===== config.mk =====
export PLATFORM = sky130hd
export DESIGN_NAME = apb4_reg_slave_flat
export DESIGN_NICKNAME = d
export VERILOG_FILES = /design/src/rtl/shared_pkg.sv /design/src/rtl/apb4_reg_slave_if.sv /design/src/rtl/apb_wait_ctr.sv /design/src/rtl/apb4_reg_slave.sv /design/src/flat_wrapper.sv
export SDC_FILE = /design/constraint.sdc
export NUM_CORES = 1
export LEC_CHECK = 0
export BUFFER_PORTS_ARGS = -buffer_cell sky130_fd_sc_hd__buf_2
export CAP_MARGIN = 10
export CORE_AREA = 2 2 248 250
export CTS_CLUSTER_SIZE = 28
export DETAILED_ROUTE_END_ITERATION = 16
export DIE_AREA = 0 0 250 252
export RECOVER_POWER = 50
export SLEW_MARGIN = 20
export SYNTH_ARGS = -nofsm -noshare
export SYNTH_HDL_FRONTEND = slang
export SYNTH_SLANG_ARGS = --single-unit

===== constraint.sdc =====
create_clock -name PCLK -period 4.5 [get_ports PCLK]
set_input_delay 1.35 -clock PCLK [delete_from_list [all_inputs] [get_ports PCLK]]
set_output_delay 1.35 -clock PCLK [all_outputs]
set_load 0.01 [all_outputs]

===== src/rtl/shared_pkg.sv =====
// Shared definitions for the APB4 register slave: FSM state encoding,
// default bus widths and the wait-state counter width.
package shared_pkg;

    localparam int DEFAULT_ADDR_WIDTH = 32;
    localparam int DEFAULT_DATA_WIDTH = 32;
    localparam int WAIT_CTR_WIDTH     = 4;

    typedef enum logic [1:0] {
        IDLE = 2'd0,
        WAIT = 2'd1,
        RESP = 2'd2
    } apb_state_t;

endpackage


===== src/rtl/apb4_reg_slave_if.sv =====
// APB4 bus bundle between a requester (master) and the register slave.
interface apb4_reg_slave_if
    import shared_pkg::*;
#(
    parameter int ADDR_WIDTH = DEFAULT_ADDR_WIDTH,
    parameter int DATA_WIDTH = DEFAULT_DATA_WIDTH
);

    logic                    PSEL;
    logic                    PENABLE;
    logic                    PWRITE;
    logic [ADDR_WIDTH-1:0]   PADDR;
    logic [2:0]              PPROT;
    logic [DATA_WIDTH-1:0]   PWDATA;
    logic [DATA_WIDTH/8-1:0] PSTRB;
    logic [DATA_WIDTH-1:0]   PRDATA;
    logic                    PREADY;
    logic                    PSLVERR;

    modport master (
        output PSEL, PENABLE, PWRITE, PADDR, PPROT, PWDATA, PSTRB,
        input  PRDATA, PREADY, PSLVERR
    );

    modport slave (
        input  PSEL, PENABLE, PWRITE, PADDR, PPROT, PWDATA, PSTRB,
        output PRDATA, PREADY, PSLVERR
    );

endinterface


===== src/rtl/apb_wait_ctr.sv =====
// Wait-state down-counter: loadable, decrements toward zero and saturates there.
module apb_wait_ctr
    import shared_pkg::*;
(
    input  logic                      clk,
    input  logic                      rst_n,
    input  logic                      load,
    input  logic [WAIT_CTR_WIDTH-1:0] load_val,
    input  logic                      dec,
    output logic [WAIT_CTR_WIDTH-1:0] count,
    output logic                      zero
);

    logic [WAIT_CTR_WIDTH-1:0] count_r;

    // Count register: load has priority over decrement, never wraps below zero.
    always_ff @(posedge clk or negedge rst_n) begin
        if (!rst_n) begin
            count_r <= {WAIT_CTR_WIDTH{1'b0}};
        end else if (load) begin
            count_r <= load_val;
        end else if (dec && (count_r != {WAIT_CTR_WIDTH{1'b0}})) begin
            count_r <= count_r - {{(WAIT_CTR_WIDTH-1){1'b0}}, 1'b1};
        end
    end

    assign count = count_r;
    assign zero  = (count_r == {WAIT_CTR_WIDTH{1'b0}});

endmodule


===== src/rtl/apb4_reg_slave.sv =====
// APB4 completer exposing NUM_REGS registers with byte strobes, optional
// wait states, read-only hardware-sourced registers and secure-only access.
// All bus responses are registered; the transfer that reaches RESP is decoded
// on the clock edge that enters RESP.
module apb4_reg_slave
    import shared_pkg::*;
#(
    parameter int                ADDR_WIDTH  = DEFAULT_ADDR_WIDTH,
    parameter int                DATA_WIDTH  = DEFAULT_DATA_WIDTH,
    parameter int                NUM_REGS    = 8,
    parameter int                WAIT_CYCLES = 0,
    parameter logic [NUM_REGS-1:0] RO_MASK   = {NUM_REGS{1'b0}},
    parameter int                SECURE_ONLY = 0
)(
    input  logic                           PCLK,
    input  logic                           PRESETn,
    apb4_reg_slave_if.slave                apb,
    input  logic [NUM_REGS*DATA_WIDTH-1:0] hw_in,
    output logic [NUM_REGS*DATA_WIDTH-1:0] reg_out,
    output logic [NUM_REGS-1:0]            wr_pulse
);

    localparam int BYTES   = DATA_WIDTH / 8;
    localparam int IDX_LSB = $clog2(BYTES);
    // Only the byte-offset bits and the 8-bit word index matter to decode.
    localparam int CAP_W   = IDX_LSB + 8;
    localparam logic [CAP_W-1:0] ALIGN_MASK = CAP_W'(BYTES - 1);
    localparam logic [WAIT_CTR_WIDTH-1:0] WAIT_LOAD = WAIT_CTR_WIDTH'(WAIT_CYCLES);

    // Merge new data into old data on the byte lanes selected by strb.
    function automatic logic [DATA_WIDTH-1:0] strb_merge(
        input logic [DATA_WIDTH-1:0] old_v,
        input logic [DATA_WIDTH-1:0] new_v,
        input logic [BYTES-1:0]      strb
    );
        logic [DATA_WIDTH-1:0] res;
        res = old_v;
        for (int b = 0; b < BYTES; b++) begin
            res[b*8 +: 8] = strb[b] ? new_v[b*8 +: 8] : old_v[b*8 +: 8];
        end
        return res;
    endfunction

    apb_state_t state_r;
    apb_state_t state_nxt;

    logic [CAP_W-1:0]      addr_r;
    logic                  write_r;
    logic [DATA_WIDTH-1:0] wdata_r;
    logic [BYTES-1:0]      strb_r;
    logic                  prot1_r;

    logic [CAP_W-1:0]      cur_addr_s;
    logic                  cur_write_s;
    logic [DATA_WIDTH-1:0] cur_wdata_s;
    logic [BYTES-1:0]      cur_strb_s;
    logic                  cur_prot1_s;
    logic [7:0]            cur_idx_s;
    logic                  cur_ro_s;
    logic [DATA_WIDTH-1:0] cur_rdata_s;
    logic [NUM_REGS-1:0]   idx_sel_s;
    logic [NUM_REGS-1:0]   wr_en_s;
    logic                  err_s;
    logic                  resp_go_s;
    logic                  setup_s;

    logic                      ctr_load_s;
    logic                      ctr_dec_s;
    logic [WAIT_CTR_WIDTH-1:0] ctr_count_s;
    logic                      ctr_zero_s;

    logic [DATA_WIDTH-1:0] prdata_r;
    logic                  pready_r;
    logic                  pslverr_r;
    logic [NUM_REGS-1:0]   wr_pulse_r;

    logic [DATA_WIDTH-1:0] reg_view [NUM_REGS];

    assign setup_s = apb.PSEL && !apb.PENABLE;

    apb_wait_ctr u_wait_ctr (
        .clk      (PCLK),
        .rst_n    (PRESETn),
        .load     (ctr_load_s),
        .load_val (WAIT_LOAD),
        .dec      (ctr_dec_s),
        .count    (ctr_count_s),
        .zero     (ctr_zero_s)
    );

    // FSM state register.
    always_ff @(posedge PCLK or negedge PRESETn) begin
        if (!PRESETn) begin
            state_r <= IDLE;
        end else begin
            state_r <= state_nxt;
        end
    end

    // Next-state and wait-counter control. RESP is entered on the edge where
    // the counter would reach zero, so PREADY rises WAIT_CYCLES+1 after setup.
    always_comb begin
        state_nxt  = state_r;
        ctr_load_s = 1'b0;
        ctr_dec_s  = 1'b0;
        case (state_r)
            IDLE: begin
                if (setup_s) begin
                    ctr_load_s = 1'b1;
                    if (WAIT_CYCLES == 0) begin
                        state_nxt = RESP;
                    end else begin
                        state_nxt = WAIT;
                    end
                end else begin
                    state_nxt = IDLE;
                end
            end
            WAIT: begin
                ctr_dec_s = !ctr_zero_s;
                if (!(apb.PSEL && apb.PENABLE)) begin
                    state_nxt = IDLE;
                end else if (ctr_zero_s || (ctr_count_s == 4'd1)) begin
                    state_nxt = RESP;
                end else begin
                    state_nxt = WAIT;
                end
            end
            RESP: begin
                state_nxt = IDLE;
            end
            default: begin
                state_nxt = IDLE;
            end
        endcase
    end

    // Capture the transfer fields during the setup cycle.
    always_ff @(posedge PCLK or negedge PRESETn) begin
        if (!PRESETn) begin
            addr_r  <= {CAP_W{1'b0}};
            write_r <= 1'b0;
            wdata_r <= {DATA_WIDTH{1'b0}};
            strb_r  <= {BYTES{1'b0}};
            prot1_r <= 1'b0;
        end else if ((state_r == IDLE) && setup_s) begin
            addr_r  <= apb.PADDR[CAP_W-1:0];
            write_r <= apb.PWRITE;
            wdata_r <= apb.PWDATA;
            strb_r  <= apb.PSTRB;
            prot1_r <= apb.PPROT[1];
        end
    end

    // Transfer in decode: live bus while still in IDLE (zero-wait case goes
    // straight to RESP from setup), otherwise the captured copy.
    always_comb begin
        if (state_r == IDLE) begin
            cur_addr_s  = apb.PADDR[CAP_W-1:0];
            cur_write_s = apb.PWRITE;
            cur_wdata_s = apb.PWDATA;
            cur_strb_s  = apb.PSTRB;
            cur_prot1_s = apb.PPROT[1];
        end else begin
            cur_addr_s  = addr_r;
            cur_write_s = write_r;
            cur_wdata_s = wdata_r;
            cur_strb_s  = strb_r;
            cur_prot1_s = prot1_r;
        end
    end

    // Address decode, read mux and error detection for the current transfer.
    always_comb begin
        cur_idx_s   = cur_addr_s[CAP_W-1:IDX_LSB];
        cur_ro_s    = 1'b0;
        cur_rdata_s = {DATA_WIDTH{1'b0}};
        idx_sel_s   = {NUM_REGS{1'b0}};
        for (int i = 0; i < NUM_REGS; i++) begin
            idx_sel_s[i] = (cur_idx_s == 8'(i));
            cur_ro_s     = cur_ro_s | (idx_sel_s[i] & RO_MASK[i]);
            cur_rdata_s  = cur_rdata_s | ({DATA_WIDTH{idx_sel_s[i]}} & reg_view[i]);
        end
        err_s = ({1'b0, cur_idx_s} >= 9'(NUM_REGS))
              || ((cur_addr_s & ALIGN_MASK) != {CAP_W{1'b0}})
              || ((SECURE_ONLY != 0) && cur_prot1_s)
              || (cur_write_s && cur_ro_s);
        resp_go_s = (state_nxt == RESP);
        wr_en_s   = {NUM_REGS{resp_go_s && !err_s && cur_write_s}} & idx_sel_s;
    end

    // Registered completer response and per-register write strobes.
    always_ff @(posedge PCLK or negedge PRESETn) begin
        if (!PRESETn) begin
            prdata_r   <= {DATA_WIDTH{1'b0}};
            pready_r   <= 1'b0;
            pslverr_r  <= 1'b0;
            wr_pulse_r <= {NUM_REGS{1'b0}};
        end else begin
            pready_r   <= resp_go_s;
            pslverr_r  <= resp_go_s && err_s;
            prdata_r   <= (resp_go_s && !err_s && !cur_write_s) ? cur_rdata_s
                                                                : {DATA_WIDTH{1'b0}};
            wr_pulse_r <= wr_en_s;
        end
    end

    assign apb.PRDATA  = prdata_r;
    assign apb.PREADY  = pready_r;
    assign apb.PSLVERR = pslverr_r;
    assign wr_pulse    = wr_pulse_r;

    // Register storage. Read-only indices never see a write enable, so their
    // flops stay at reset value and the visible contents come from hw_in.
    for (genvar g = 0; g < NUM_REGS; g++) begin : g_reg
        logic [DATA_WIDTH-1:0] q_r;

        // Byte-lane write of one register.
        always_ff @(posedge PCLK or negedge PRESETn) begin
            if (!PRESETn) begin
                q_r <= {DATA_WIDTH{1'b0}};
            end else if (wr_en_s[g] && !RO_MASK[g]) begin
                q_r <= strb_merge(q_r, cur_wdata_s, cur_strb_s);
            end
        end

        assign reg_view[g] = RO_MASK[g] ? hw_in[g*DATA_WIDTH +: DATA_WIDTH] : q_r;
        assign reg_out[g*DATA_WIDTH +: DATA_WIDTH] = reg_view[g];
    end

endmodule


===== src/flat_wrapper.sv =====
// flat-port wrapper written by rule: the top's interface ports become plain ports
module apb4_reg_slave_flat import shared_pkg::*;
#(
    parameter int                ADDR_WIDTH  = DEFAULT_ADDR_WIDTH,
    parameter int                DATA_WIDTH  = DEFAULT_DATA_WIDTH,
    parameter int                NUM_REGS    = 8,
    parameter int                WAIT_CYCLES = 0,
    parameter logic [NUM_REGS-1:0] RO_MASK   = {NUM_REGS{1'b0}},
    parameter int                SECURE_ONLY = 0
)
  (PCLK, PRESETn, hw_in, reg_out, wr_pulse, apb_PSEL, apb_PENABLE, apb_PWRITE, apb_PADDR, apb_PPROT, apb_PWDATA, apb_PSTRB, apb_PRDATA, apb_PREADY, apb_PSLVERR);
  apb4_reg_slave_if #(.ADDR_WIDTH(ADDR_WIDTH), .DATA_WIDTH(DATA_WIDTH)) apb_i ();
  input  logic PCLK;
  input  logic PRESETn;
  input  logic [NUM_REGS*DATA_WIDTH-1:0] hw_in;
  output logic [NUM_REGS*DATA_WIDTH-1:0] reg_out;
  output logic [NUM_REGS-1:0] wr_pulse;
  input wire logic [$bits(apb_i.PSEL)-1:0] apb_PSEL;
  input wire logic [$bits(apb_i.PENABLE)-1:0] apb_PENABLE;
  input wire logic [$bits(apb_i.PWRITE)-1:0] apb_PWRITE;
  input wire logic [$bits(apb_i.PADDR)-1:0] apb_PADDR;
  input wire logic [$bits(apb_i.PPROT)-1:0] apb_PPROT;
  input wire logic [$bits(apb_i.PWDATA)-1:0] apb_PWDATA;
  input wire logic [$bits(apb_i.PSTRB)-1:0] apb_PSTRB;
  output wire logic [$bits(apb_i.PRDATA)-1:0] apb_PRDATA;
  output wire logic [$bits(apb_i.PREADY)-1:0] apb_PREADY;
  output wire logic [$bits(apb_i.PSLVERR)-1:0] apb_PSLVERR;
  assign apb_i.PSEL = apb_PSEL;
  assign apb_i.PENABLE = apb_PENABLE;
  assign apb_i.PWRITE = apb_PWRITE;
  assign apb_i.PADDR = apb_PADDR;
  assign apb_i.PPROT = apb_PPROT;
  assign apb_i.PWDATA = apb_PWDATA;
  assign apb_i.PSTRB = apb_PSTRB;
  assign apb_PRDATA = apb_i.PRDATA;
  assign apb_PREADY = apb_i.PREADY;
  assign apb_PSLVERR = apb_i.PSLVERR;
  apb4_reg_slave #(.ADDR_WIDTH(ADDR_WIDTH), .DATA_WIDTH(DATA_WIDTH), .NUM_REGS(NUM_REGS), .WAIT_CYCLES(WAIT_CYCLES), .RO_MASK(RO_MASK), .SECURE_ONLY(SECURE_ONLY)) u_core (.PCLK(PCLK), .PRESETn(PRESETn), .apb(apb_i), .hw_in(hw_in), .reg_out(reg_out), .wr_pulse(wr_pulse));
endmodule

# ---- After elaboration in Yosys (flattened, before gate mapping)
# Cells that the tools add are included.
dict set report op_classes {
  muxes 14
  n_lt_le_gt_ge 1
  n_addsub 1
  n_reduce_logical 52
  n_eq_ne 10
  n_bitwise 16
}
# cell count
set op_table {}
lappend op_table {{$and A32 B32 Y32} 8}
lappend op_table {{$or A32 B32 Y32} 7}
lappend op_table {{$mux W32} 2}
lappend op_table {{$reduce_and A2 Y1} 32}
lappend op_table {{$eq A8 B3 Y1 const B} 4}
lappend op_table {{$eq A8 B2 Y1 const B} 2}
lappend op_table {{$mux W4} 3}
lappend op_table {{$mux W10} 1}
lappend op_table {{$reduce_bool A10 Y1} 1}
lappend op_table {{$and A8 B8 Y8} 1}
lappend op_table {{$eq A8 B1 Y1 const B} 1}
lappend op_table {{$ge A8 B4 Y1 const B} 1}
lappend op_table {{$logic_and A1 B1 Y1} 8}
lappend op_table {{$logic_not A8 Y1} 1}
lappend op_table {{$mux W2} 3}
lappend op_table {{$eq A4 B1 Y1 const B} 1}
lappend op_table {{$logic_not A1 Y1} 4}
lappend op_table {{$logic_not A4 Y1} 1}
lappend op_table {{$mux W1} 4}
lappend op_table {{$pmux W2 S2} 1}
lappend op_table {{$reduce_bool A4 Y1} 1}
lappend op_table {{$sub A4 B1 Y4 const B} 1}
lappend op_table {{$eq A2 B1 Y1 const B} 1}
lappend op_table {{$eq A2 B2 Y1 const B} 1}
lappend op_table {{3 further kinds} 4}
dict set report word_totals {
  output_inout_bits 298
  ff_bits 351
  elab_cells 136
  in_bits 332
}

# ---- Logic depth before layout (Yosys ltp)
# Gate-level depths: netlist of the first run.
dict set report depth {
  depth_word 12
  depth_mapped 9
  depth_no_buf 7
}

# ---- Cells and area by module
# From an unflattened synthesis of the first run, not the netlist that was laid out.
dict set report unflattened {
  hier_cells 1088
  hier_area_um2 15431.0
}
# module cells_each instances area_per_inst_um2 seq_area_each_um2
set by_module_without_submodules {}
lappend by_module_without_submodules {apb4_reg_slave 1061 1 15178.3 8683.3}
lappend by_module_without_submodules {apb_wait_ctr 27 1 252.7 100.1}

# ---- Least setup slack after synthesis of the first run
# OpenSTA, ideal clock, no wires.
dict set report synth_path {
  path_kind {input port to flip-flop}
  from {input apb_PADDR[9]}
  to {register u_core.g_reg[5].q_r[0]}
  path_buffers 1
  path_slack_ps 967
  path_stages 6
  arrival_time_ps 3408
  path_cell_list {nor3_1 -> nand2_1 -> o22a_1 -> buf_1 -> nor4_4 -> mux2_2}
}
dict set report synth_between {
  elab_chain_cells 8
}
# item line_no
set synth_rtl {}
lappend synth_rtl {{start: declaration} flat_wrapper.sv:21} ;# input wire logic [$bits(apb_i.PADDR)-1:0] apb_PADDR;
lappend synth_rtl {{$mux W10 (*)} apb4_reg_slave.sv:158} ;# if (state_r == IDLE) begin
lappend synth_rtl {{$ge A8 B4 Y1} apb4_reg_slave.sv:184} ;# err_s = ({1'b0, cur_idx_s} >= 9'(NUM_REGS))
lappend synth_rtl {{$logic_or A1 B1 Y1} apb4_reg_slave.sv:185} ;# || ((cur_addr_s & ALIGN_MASK) != {CAP_W{1'b0}})
lappend synth_rtl {{$logic_not A1 Y1} apb4_reg_slave.sv:189} ;# wr_en_s = {NUM_REGS{resp_go_s && !err_s && cur_write_s}} & idx_sel_s;
lappend synth_rtl {{$logic_and A1 B1 Y1 (2 in a row)} apb4_reg_slave.sv:189}
lappend synth_rtl {{$and A8 B8 Y8 (*)} apb4_reg_slave.sv:189}
lappend synth_rtl {{$reduce_and A2 Y1 (no source line) (*)} --}
lappend synth_rtl {{end signal: assignment} apb4_reg_slave.sv:221} ;# q_r <= {DATA_WIDTH{1'b0}};
lappend synth_rtl {{end signal: assignment} apb4_reg_slave.sv:223} ;# q_r <= strb_merge(q_r, cur_wdata_s, cur_strb_s);
lappend synth_rtl {{end: declaration} apb4_reg_slave.sv:216} ;# logic [DATA_WIDTH-1:0] q_r;
# Mark *: on every way between the ends. The rest lies on a longest branch, timed or not.
# A chain may end at the register's enable or synchronous reset.

==> flow_metrics.tcl, run 1 <==
set metrics [dict create \
    status "finished, violations left" \
    failed_checks "capacitance limit, slew limit" \
    comb_power_share_pct 7.8 \
    h-tree-depth 2 \
    whs_ns 0.502 \
    wl_um 54100 \
    worst_pin_slew_ns 3.00 \
    fin_crit_sh_pct 81.1 \
    crit_family "buffers and inverters" \
    setup_viol 0 \
    critPathKind "in2async" \
    ant_nets 0 \
    yosysWarnings 0 \
    synth_nets 1420 \
    netlist_area_um2 15600 \
    power_density_nw_per_um2 353 \
    postSynthAreaPerCell_um2 14.3 \
    max_cap_viol_count 3 \
    grt_pass1_vias 11828 \
    slowest_delay_ns 1.97 \
    dp_hpwl_um 37900 \
    drt_iter0_markers 774 \
    cts_num_sinks 351 \
    io_buffer_count 348 \
    worst-path-buf-inv 2 \
    final.setup.tns_ns 0 \
    drive_above_1_share_pct 50.3 \
    ctsResizeCount 0 \
    path_clk_slew_ns 0.06 \
    crit_path_cell_trace "clkbuf_2 > clkbuf_2" \
    start_kind "input pin" \
    io_pins 630 \
    relSlewSlack_pct -99.8 \
    overflow 0 \
    dieWidth_um 250 \
    antenna_found_initial 4 \
    layout_commonest_cell "dfrtp_1" \
    hold_viol_final 0 \
    synth-edff-count 0 \
    core_area_um2 60100 \
    critPathSlowestCell "clkbuf_2" \
    grt_pass1_wl_um 79600 \
    hold_path_class "reg2reg" \
    wl_per_cell_um 23.5 \
    swShare_pct 24.9 \
    numCtsBuffers 41 \
    critPathMaxFanout 105 \
    final_cell_mix "dfrtp_1, mux2_2, buf_2" \
    crit_top_cell "clkbuf_2" \
    gp_congestion 0.818 \
    place_ws_ns 0.305 \
    cts_setup_buffers 0 \
    cts_hold_buf 0 \
    p_total_uw 7010 \
    die_area_um2 63000 \
    finalNetCount 1821 \
    fin_crit_ns 3.65 \
    rsz0062_at_grt "false" \
    routed_via_density 5.01 \
    syn2layout_area_growth_pct 27.7 \
    synth_cell_types 38 \
    num_vias 11517 \
    cp.required_ns 5.15 \
    layout_setup_ws_ns 0.849 \
    final.setup_skew_ns 0.0172 \
    row_count 90 \
    synth_seq_cells 351 \
    cts_tree "yes" \
    pwr-share-seq_pct 46.8 \
    fmax_mhz 274 \
    ir_worst_vdd_mv 0.209 \
    p_sw_uw 1740 \
    p_int_uw 5270 \
    arrival_ns 4.30 \
    cts_buffer_depth 3 \
    cts-root-buf "clkbuf_16" \
    drt_first_pass_iters 5 \
    start_util_pct 25.9 \
    clkLatencyLatePin_ns 0.55 \
    leakage_uw 0.00945 \
    syn-instance-count 1085 \
    drcViolationCount 0 \
    synth_flop_cell "dfrtp_1" \
    synthArstFlopShare_pct 100 \
    drv_slew 156 \
    grt_usage_pct 16.8 \
    clkPwrFrac_pct 45.4 \
    seq_area_frac_synth_pct 56.5 \
    endpoint_kind "async pin" \
    die_h_um 252 \
    grt_max_degree 106 \
]
## registers in the layout, summed over array words and instances, names as in the netlist
signal / flops
u_core.apb.PRDATA: 32
u_core.wr_pulse: 8
u_core.apb.PSLVERR: 1
u_core.wdata_r: 32
u_core.apb.PREADY: 1
u_core.strb_r: 4
u_core.g.q_r: 256
u_core.u_wait_ctr.count: 4
u_core.state_r: 2
u_core.addr_r: 10
u_core.write_r: 1
## worst paths after layout
path / start / to / slack [ns] / cells past startpoint
worst min register to register: u_core.wdata_r[30] / u_core.wdata_r[30] / 0.50 / 1
min in group asynchronous: PRESETn / u_core.wdata_r[25] / 1.69 / 1
worst max register to register: u_core.addr_r[5] / u_core.g_reg[1].q_r[16] / 1.12 / 7
worst max-delay path: PRESETn / u_core.wdata_r[8] / 0.85 / 2
max in group PCLK: apb_PADDR[6] / u_core.g_reg[1].q_r[16] / 0.87 / 8
worst min-delay path: u_core.wdata_r[30] / u_core.wdata_r[30] / 0.50 / 1
## cell usage after synthesis, types with 3 or more instances
master	number	area (µm²)
nor4_1	3	18.8
dfrtp_1	351	8780
nor3_1	7	35.0
buf_1	9	33.8
mux2i_2	4	55.1
nand2_1	10	37.5
inv_1	3	11.3
clkbuf_1	44	165
a21oi_1	65	325
nor2_1	17	63.8
ha_1	3	37.5
or3_1	3	18.8
a22oi_1	128	961
o21a_1	34	255
nand2b_1	4	25.0
nor4_4	32	681
o21ai_1	3	15.0
mux2_2	336	3780
o31ai_1	3	22.5
## metrics by stage
step                std cells  instance area (µm²)  util, %
floorplan                1085                15600        -
global placement         2225                18700     31.1
detailed placement       2225                18700     31.1
CTS                      2298                20000     33.3
global route             2298                19900     33.0
finish                   2301                19900     33.0
## final cells by class
| cell class | count | area (µm²) |
|---|---|---|
| clock buffers | 60 | 1210 |
| multi-input cells | 672 | 6580 |
| fillers | 6036 | 40300 |
| repair buffers | 417 | 2210 |
| flip-flops and latches | 351 | 8780 |
| clock inverters | 13 | 82.6 |
| well taps | 782 | 978 |
| inverters | 3 | 11.3 |
| diodes | 3 | 7.51 |
## power groups by stage
| stage | combinational (µW) | sequential (µW) | clock (µW) |
|---|---|---|---|
| after CTS | 557 | 3280 | 3270 |
| after floorplan | 286 | 3320 | 0 |
| final | 546 | 3280 | 3190 |
| after global routing | 593 | 3290 | 3400 |
| after detailed placement | 555 | 3340 | 0 |
| after global placement | 542 | 3330 | 0 |
## worst reg2reg max path: cells and delay by family (launching register included)
family                 cells  cell delay, ns
AOI/OAI and AO/OA          1            0.72
DFF                        1            0.41
and+or+nand+nor            3            1.27
buffers and inverters      2            0.53
muxes                      1            0.34
## routing by layer
layer / up-vias / wire (µm) / part of all wire, % / global-route usage, %
li1: 4939 / - / - / -
met1: 5993 / 23700 / 44 / 22.6
met2: 495 / 23500 / 44 / 24.9
met3: 86 / 5340 / 9.9 / 6.29
met4: 4 / 1500 / 2.8 / 5.70
met5: - / 27 / 0.050 / 0
## logic make-up after synthesis
kind of cell / synth area share [%]
flip-flops: 56.5
multiplexers: 24.7
AO/OA/AOI/OAI: 10.5
AND/OR/NAND/NOR: 6.16
buffers and inverters: 1.79
adder cells (fa/ha/maj): 0.241
XOR/XNOR: 0.113
No activity file was read; power rests on OpenSTA's default activity.
==> inputs of run 2 (changes only) <==
Settings changed: ABC_AREA set to 1, CORE_AREA 2 2 248 250 to 2 2 245 247, DIE_AREA 0 0 250 252 to 0 0 247 249.
Clock period 4.5 ns to 3.3 ns, I/O delays scaled along.
==> flow_metrics.tcl, run 2 <==
set metrics [dict create \
    start_kind "register" \
    cts_tree "yes" \
    synth_area_leader_cell "dfrtp_1" \
    critPathMaxFanout 16 \
    relSlewSlack_pct -38.7 \
    fmax_mhz 354 \
    grt_max_degree 99 \
    drt_iter0_markers 1143 \
    cp.required_ns 3.72 \
    synth_flop_cell "dfrtp_1" \
    core_area_um2 58700 \
    post_synth_most_frequent_cells "nand2_1, dfrtp_1, o21ai_1, nand3_1, nor2_1" \
    num_vias 14305 \
    regMostFlops "u_core.g.q_r" \
    cts-root-buf "clkbuf_16" \
    synth_nets 2133 \
    antenna_found_initial 5 \
    ctsResizeCount 0 \
    hold_path_class "reg2reg" \
    seq_area_frac_synth_pct 54.9 \
    routed_via_density 4.88 \
    grt_pass1_wl_um 88400 \
    io_buffer_count 348 \
    finalInstanceArea_um2 19800 \
    h-tree-depth 2 \
    gp_congestion 0.884 \
    die_area_um2 61500 \
    layout_commonest_cell "nand2_1" \
    failed_checks "capacitance limit, slew limit" \
    grt_usage_pct 19.1 \
    drv_slew 65 \
    grt_pass1_vias 13557 \
    wl_per_cell_um 20.4 \
    hold_viol_final 0 \
    synth_top_area_share_pct 54.9 \
    final.setup.tns_ns 0 \
    yosys-top-cells-area "dfrtp_1, nand2_1, o21ai_1" \
    syn2layout_area_growth_pct 23.6 \
    dieWidth_um 247 \
    placed_cell_area_um2 18500 \
    die_h_um 249 \
    row_count 89 \
    start_util_pct 27.3 \
    synth-edff-count 0 \
    finalNetCount 2457 \
    synth_seq_cells 351 \
    wl_um 59700 \
    postSynthAreaPerCell_um2 8.91 \
    setup_viol 0 \
    arrival_ns 3.24 \
    syn-instance-count 1798 \
    cts_hold_buf 0 \
    synth_most_common_cell "nand2_1" \
    ir_worst_vdd_mv 0.328 \
    largest_reg_flops 256 \
    ant_nets 0 \
    fin_crit_sh_pct 85.6 \
    cts_setup_buffers 0 \
    io_pins 630 \
    critPathKind "reg2reg" \
    path_clk_slew_ns 0.06 \
    synth_cell_types 30 \
    drive_above_1_share_pct 19.7 \
    endpoint_kind "register" \
    power_density_nw_per_um2 506 \
    synthArstFlopShare_pct 100 \
    numCtsBuffers 42 \
    worst_pin_slew_ns 2.08 \
    cts_buffer_depth 3 \
    final_util_pct 33.7 \
    clkLatencyLatePin_ns 0.58 \
    status "finished, violations left" \
    cts_num_sinks 351 \
    fin_crit_ns 2.83 \
    leakage_uw 0.00969 \
    rsz0062_at_grt "false" \
    dp_hpwl_um 42900 \
    overflow 0 \
    yosysWarnings 0 \
    drt_first_pass_iters 5 \
    netlist_area_um2 16000 \
    drcViolationCount 0 \
    final_cell_mix "nand2_1, dfrtp_1, o21ai_1" \
    max_cap_viol_count 1 \
    final.setup_skew_ns 0.0272 \
]
==> run 2: changes by cell type in the layout (fill, tap and decap cells not counted), sizes merged, moves of 72 or more <==
cell	previous run	this run
nand3	2	263
o21ai	3	341
mux2	336	0
nand2	10	543
nor2	17	89
a22oi	128	0
==> run 2: per-layer routing <==
layer  wire length (µm)  GRT usage (%)  vias up
met5                 46              0        -
met3               5810           5.35       98
met4               1570           5.54        8
met1              26300           26.6     6856
li1                   -              -     6665
met2              26000           28.7      678
==> run 2: worst paths after layout <==
| path | startpoint | slack [ns] | end | cells after the start |
|---|---|---|---|---|
| max in group asynchronous | PRESETn | 0.76 | u_core.wdata_r[30] | 2 |
| setup reg to reg | u_core.state_r[0] | 0.47 | u_core.g_reg[5].q_r[16] | 11 |
| hold reg to reg | u_core.u_wait_ctr.count[3] | 0.46 | u_core.u_wait_ctr.count[3] | 1 |
| min in group asynchronous | PRESETn | 1.04 | u_core.wr_pulse[4] | 1 |
| setup / recovery | u_core.state_r[0] | 0.47 | u_core.g_reg[5].q_r[16] | 11 |
| hold / removal | u_core.u_wait_ctr.count[3] | 0.46 | u_core.u_wait_ctr.count[3] | 1 |
==> run 2: worst max-delay path: stages (launching register included) <==
cell and delay (ns):
dfrtp_1 0.48, inv_2 0.05, nand2_2 0.36, nand3_1 0.28, nand2_8 0.20, inv_2 0.06, nor2_4 0.17, inv_4 0.12
nor2_4 0.39, nand3_4 0.32, nand2_1 0.15, o21ai_1 0.07
==> run 2: final cells by class <==
type | count | area, µm²
inverter | 53 | 201
clock inverter | 17 | 204
timing repair buffer | 385 | 2010
sequential | 351 | 8780
clock buffer | 61 | 1260
fill | 6072 | 38900
multi-input combinational | 1289 | 6360
antenna | 1 | 2.50
tap | 773 | 967
==> run 2: logic make-up (layout without fill, tap and decap cells) <==
family	count (synthesis)	after routing	synth area share (%)
simple gates	907	907	26.9
compound gates	376	376	12.1
buf+inv	158	516	5.75
other cells	0	1	0
mux	3	3	0.188
flops	351	351	54.9
fa+ha+maj	3	3	0.234
==> run 2: where the power goes <==
| group | internal, µW | leakage (µW) | switching, µW | total [µW] |
|---|---|---|---|---|
| registers | 4390 | 0.00483 | 48.5 | 4440 |
| logic | 146 | 0.00415 | 552 | 699 |
| clock network | 2910 | 0.000712 | 1960 | 4870 |
| total | 7450 | 0.00969 | 2560 | 10000 |
==> run 2: per-stage QoR <==
step	worst slack (ns)	hold WS (ns)	power, µW	cells
6_report	0.475	0.461	10000	2930
5_1_grt	0.267	0.497	10400	2929
4_1_cts	0.417	0.419	10100	2929
3_5_place_dp	0.254	0.459	5230	2851
3_3_place_gp	0.331	0.455	5210	2851
2_1_floorplan	0.928	0.435	4870	1798
